===== src/rtl/ysyx_25020037_ifu_pkg.sv =====
// ysyx_25020037_ifu_pkg: shared types and constants for the instruction fetch unit
package ysyx_25020037_ifu_pkg;
  typedef enum logic [1:0] {S_IDLE, S_REQ, S_WAIT, S_HOLD} state_e;
  localparam int INST_BYTES = 4;
  localparam logic [31:0] DEF_RESET_PC = 32'h8000_0000;
endpackage


===== src/rtl/ysyx_25020037_perf_cnt.sv =====
// ysyx_25020037_perf_cnt: 32-bit wrapping event counter
//   clk, rst_n : clock, async active-low reset
//   en_i       : count this cycle
//   cnt_o      : current count
module ysyx_25020037_perf_cnt (
  input  logic        clk,
  input  logic        rst_n,
  input  logic        en_i,
  output logic [31:0] cnt_o
);
  logic [31:0] cnt_q;
  always_ff @(posedge clk or negedge rst_n)
    if (!rst_n) cnt_q <= '0;
    else if (en_i) cnt_q <= cnt_q + 32'd1;
  assign cnt_o = cnt_q;
endmodule


===== src/rtl/ysyx_25020037_ifu.sv =====
// ysyx_25020037_ifu: PC owner, single-outstanding icache fetch, IDU handshake, redirects, perf counters
//   redirect_valid/redirect_pc : downstream redirect (highest priority)
//   ic_addr/ic_req             : fetch request to icache (addr held until ic_ready)
//   ic_data/ic_ready/ic_hit    : icache response
//   inst_valid/inst/inst_pc/inst_ready : buffered instruction to IDU
//   perf_fetch/perf_hit/perf_miss      : event counters
module ysyx_25020037_ifu
  import ysyx_25020037_ifu_pkg::*;
#(
  parameter int ADDR_WIDTH = 32,
  parameter int DATA_WIDTH = 32,
  parameter logic [ADDR_WIDTH-1:0] RESET_PC = ADDR_WIDTH'(DEF_RESET_PC)
) (
  input  logic                  clk,
  input  logic                  rst_n,
  input  logic                  redirect_valid,
  input  logic [ADDR_WIDTH-1:0] redirect_pc,
  output logic [ADDR_WIDTH-1:0] ic_addr,
  output logic                  ic_req,
  input  logic [DATA_WIDTH-1:0] ic_data,
  input  logic                  ic_ready,
  input  logic                  ic_hit,
  output logic                  inst_valid,
  output logic [DATA_WIDTH-1:0] inst,
  output logic [ADDR_WIDTH-1:0] inst_pc,
  input  logic                  inst_ready,
  output logic [31:0]           perf_fetch,
  output logic [31:0]           perf_hit,
  output logic [31:0]           perf_miss
);
  state_e                  state_q, state_d;
  logic [ADDR_WIDTH-1:0]   pc_q, pc_d, ic_addr_q, inst_pc_q;
  logic [DATA_WIDTH-1:0]   inst_q;
  logic                    kill_q, kill_d, ic_req_q, inst_valid_q;
  logic                    latch, accept;
  logic [ADDR_WIDTH-1:0]   tgt;
  assign tgt    = {redirect_pc[ADDR_WIDTH-1:2], 2'b00};
  assign latch  = state_q == S_WAIT && ic_ready && !kill_q && !redirect_valid;
  // a redirect in the same cycle voids the handshake
  assign accept = state_q == S_HOLD && inst_ready && !redirect_valid;
  always_comb begin
    state_d = state_q;
    pc_d    = redirect_valid ? tgt : pc_q;
    kill_d  = kill_q;
    unique case (state_q)
      S_IDLE: state_d = S_REQ;
      S_REQ: begin
        state_d = S_WAIT;
        kill_d  = kill_q | redirect_valid;
      end
      S_WAIT: begin
        state_d = ic_ready ? ((kill_q || redirect_valid) ? S_REQ : S_HOLD) : S_WAIT;
        kill_d  = ic_ready ? 1'b0 : (kill_q | redirect_valid);
      end
      S_HOLD: begin
        state_d = (redirect_valid || inst_ready) ? S_REQ : S_HOLD;
        pc_d    = redirect_valid ? tgt : accept ? pc_q + ADDR_WIDTH'(INST_BYTES) : pc_q;
      end
      default: state_d = S_IDLE;
    endcase
  end
  // ic_addr is only reloaded on entry to REQ so it stays frozen for the whole
  // icache transaction even when a redirect updates pc mid-flight
  always_ff @(posedge clk or negedge rst_n) begin
    if (!rst_n) begin
      state_q      <= S_IDLE;
      pc_q         <= RESET_PC;
      kill_q       <= 1'b0;
      ic_req_q     <= 1'b0;
      ic_addr_q    <= RESET_PC;
      inst_valid_q <= 1'b0;
      inst_q       <= '0;
      inst_pc_q    <= RESET_PC;
    end else begin
      state_q      <= state_d;
      pc_q         <= pc_d;
      kill_q       <= kill_d;
      ic_req_q     <= state_d == S_REQ;
      inst_valid_q <= state_d == S_HOLD;
      if (state_d == S_REQ) ic_addr_q <= pc_d;
      if (latch) begin
        inst_q    <= ic_data;
        inst_pc_q <= pc_q;
      end
    end
  end
  assign ic_req     = ic_req_q;
  assign ic_addr    = ic_addr_q;
  assign inst_valid = inst_valid_q;
  assign inst       = inst_q;
  assign inst_pc    = inst_pc_q;
  ysyx_25020037_perf_cnt u_fetch (.clk(clk), .rst_n(rst_n), .en_i(accept), .cnt_o(perf_fetch));
  ysyx_25020037_perf_cnt u_hit (.clk(clk), .rst_n(rst_n), .en_i(ic_ready && ic_hit), .cnt_o(perf_hit));
  ysyx_25020037_perf_cnt u_miss (.clk(clk), .rst_n(rst_n), .en_i(ic_ready && !ic_hit), .cnt_o(perf_miss));
endmodule


===== config.mk =====
export PLATFORM = sky130hd
export DESIGN_NAME = ysyx_25020037_ifu
export DESIGN_NICKNAME = d
export VERILOG_FILES = /design/src/rtl/ysyx_25020037_ifu_pkg.sv /design/src/rtl/ysyx_25020037_perf_cnt.sv /design/src/rtl/ysyx_25020037_ifu.sv
export SDC_FILE = /design/constraint.sdc
export NUM_CORES = 1
export LEC_CHECK = 0
export CORE_MARGIN = 5
export CORE_UTILIZATION = 40
export DETAILED_ROUTE_END_ITERATION = 7
export GPL_ROUTABILITY_DRIVEN = 0
export PLACE_DENSITY = 0.68
export SYNTH_ARGS = -nofsm -noshare
export SYNTH_HDL_FRONTEND = slang
export SYNTH_SLANG_ARGS = --single-unit
export TNS_END_PERCENT = 10

===== constraint.sdc =====
create_clock -name clk -period 5.3 [get_ports clk]
set_input_delay 0.53 -clock clk [delete_from_list [all_inputs] [get_ports clk]]
set_output_delay 0.53 -clock clk [all_outputs]
set_load 0.05 [all_outputs]

==> metrics.yaml <==
synth_xor_area_frac: 0.0859
arrival_ns: 2.78
fillers: 2059
slew_violations: 0
syn-num-nets: 844
area_delta_synth_final_pct: 38.5
critPathLaunchType: "flip-flop"
status: "completed"
layout.nets: 1120
ys.flop_type: "dfrtp_1"
grt_pass1_wl_um: 40600
cts-buffers-inserted: 26
drc: 0
ios: 264
maxCapViolCount: 0
synth.top_cells.by_area: "dfrtp_1, mux2_2, xnor2_1"
die_h_um: 167
core_area_um2: 24300
synth_edf_count: 0
cts_setup_buffers: 0
vias: 6967
drt_iter0_drc: 263
critPathMaxFanout: 7
h-tree-depth: 1
port_buffers: 261
clock_latency_ns: 0.52
avgSynthCellArea_um2: 12.9
finClkSkew_ns: 0.0253
min_path_type: "input port to asynchronous set/reset pin"
r2r-start: "state_q[1]$_DFF_PN0_"
cts_buffer_depth: 3
clock.fmax_mhz: 417
synth_seq_cells: 229
muxShareOfSynthArea: 0.146
synthCells: 767
via_per_inst: 5.03
synth_top_area_frac: 0.572
postRouteAntennaNets: 0
drt-total-wl_um: 24600
synth-simple-area-share: 0.146
p_leak_uw: 0.00604
setup_viol: 0
drive_gt1_frac: 0.156
fin_setup_tns_ns: 0
required_ns: 5.68
utilization: 0.563
cts_tree: "done"
die_area_um2: 28000
ctsResizeCount: 0
antenna_found_initial: 0
finalCritPeriodShare: 0.452
max_slew_margin: 0.456
grt_pass1_vias: 7336
ctsRootBufferMaster: "clkbuf_16"
cp-end-kind: "flip-flop"
synth_top_area_cell: "dfrtp_1"
regToRegSetupSlack_ns: 2.90
synth_top_family_by_area: "simple AND/OR/NAND/NOR gates"
antenna_cells: 0
power_density_nw_per_um2: 516
synth_area_um2: 9890
synth_compound_area_frac: 0.0201
synthDistinctLibCells: 47
synth-adder-area-share: 0.00886
rsz0062_at_grt: "no"
ys_seq_area_frac: 0.580
drtPass1Iterations: 4
path_class: "flip-flop to flip-flop"
cts_sinks: 229
holdBufCountCts: 0
ys_warn_count: 0
wire_per_inst_um: 17.7
rr_worst_depth: 6
worst_pin_slew_ns: 0.816
grt_max_degree: 127
fin_crit_ns: 2.40
cts.clk_slew.worst_paths_ns: 0.06
finalHoldViolations: 0
start_util: 0.407
r2r-end: "ic_addr[27]$_DFFE_PN0P_"
vdd_drop_max_uv: 439
die_x_um: 167
rows: 57
async_flop_share: 1.00
overflow: 0
grtUsageTotal: 0.174
dpl.hpwl_um: 17600
## layout make-up
class	count	area, µm²	share of cell area
well taps	324	405	0.0296
flip-flops and latches	229	5730	0.419
multi-input cells	508	4030	0.294
repair buffers	265	2670	0.195
inverters	13	48.8	0.00356
clock buffers	37	742	0.0542
clock inverters	10	65.1	0.00475
## state kept, by name (all words and copies together) (netlist names), 2 cells and up
signal         cells
pc_q              32
inst_pc           32
u_fetch.cnt_o     32
u_miss.cnt_o      32
state_q            2
ic_addr           32
inst              32
u_hit.cnt_o       32
## per-stage QoR
stage	cells	power (µW)	cell area (µm²)	worst slack (ns)	hold slack, ns
2_1_floorplan	767	4370	9890	3.24	0.234
5_1_grt	1386	7410	13700	2.71	0.0769
4_1_cts	1386	7180	13700	2.87	0.0578
3_3_place_gp	1339	5420	12900	2.42	0.460
3_5_place_dp	1339	5450	12900	2.40	0.457
6_report	1386	7070	13700	2.90	0.00512
## logic make-up (layout without fill, tap and decap cells)
| family | after synthesis | count (layout) |
|---|---|---|
| AOI/OAI and AO/OA | 32 | 32 |
| DFF | 229 | 229 |
| adders and majority gates | 7 | 7 |
| buffers and inverters | 30 | 325 |
| muxes | 131 | 131 |
| xor gates and xnor gates | 97 | 97 |
| and+or+nand+nor | 241 | 241 |
## Yosys cell counts, types with 5 or more instances
cell type,n
ha_1,7
nand3_1,47
dfrtp_1,226
nand4_1,26
nor2_1,22
and3_1,19
and2_1,5
buf_2,14
nor4_1,8
inv_1,12
mux2_2,96
o21ai_0,7
xnor2_1,66
and4_1,8
mux2i_1,31
a31oi_1,8
nor3_1,18
nand2_1,53
nor2b_1,9
xor2_1,31
a21oi_1,7
## where the power goes
part | switching (µW) | total, µW | internal [µW]
sequential | 277 | 2440 | 2160
combinational | 1880 | 2960 | 1080
clock | 698 | 1670 | 974
total | 2850 | 7070 | 4210
## worst max-delay path, stage by stage, from the launching register on
cell	delay, ns
dfrtp_1	0.44
ha_1	0.42
nand4b_4	0.23
nor4_4	0.49
nand4_1	0.20
mux2i_1	0.18
mux2_1	0.30
## routing by layer
layer,vias up,track usage,routed length (µm)
met3,23,0.0545,2030
li1,3288,-,-
met1,3452,0.233,10700
met2,204,0.285,11500
met4,0,0.0314,299
met5,-,0,0
## layout by cell type, fill, tap and decap left out, types with 8 or more instances in the layout
cell type          n
xnor2_1           66
inv_1             12
mux2i_1           31
nand4_1           26
clkdlybuf4s50_1  259
nor2b_1            9
nor2_1            22
clkbuf_16         26
mux2_2            96
a31oi_1            8
clkinv_2           8
nand3_1           47
xor2_1            31
nor4_1             8
and4_1             8
and3_1            19
nand2_1           53
dfrtp_1          226
nor3_1            18
## how the worst max path moves through the flow
stage,startpoint,end,slack [ns],cells past startpoint
3_3_place_gp,redirect_valid,ic_addr[28]$_DFFE_PN0P_,2.42,7
4_1_cts,state_q[1]$_DFF_PN0_,ic_addr[27]$_DFFE_PN0P_,2.87,6
2_1_floorplan,u_miss.cnt_o[9]$_DFFE_PN0P_,u_miss.cnt_o[31]$_DFFE_PN0P_,3.24,5
3_5_place_dp,redirect_valid,ic_addr[15]$_DFFE_PN0P_,2.40,7
5_1_grt,state_q[1]$_DFF_PN0_,ic_addr[27]$_DFFE_PN0P_,2.71,6
6_report,state_q[1]$_DFF_PN0_,ic_addr[27]$_DFFE_PN0P_,2.90,6
Note: power is estimated with default switching activity, not from simulation.
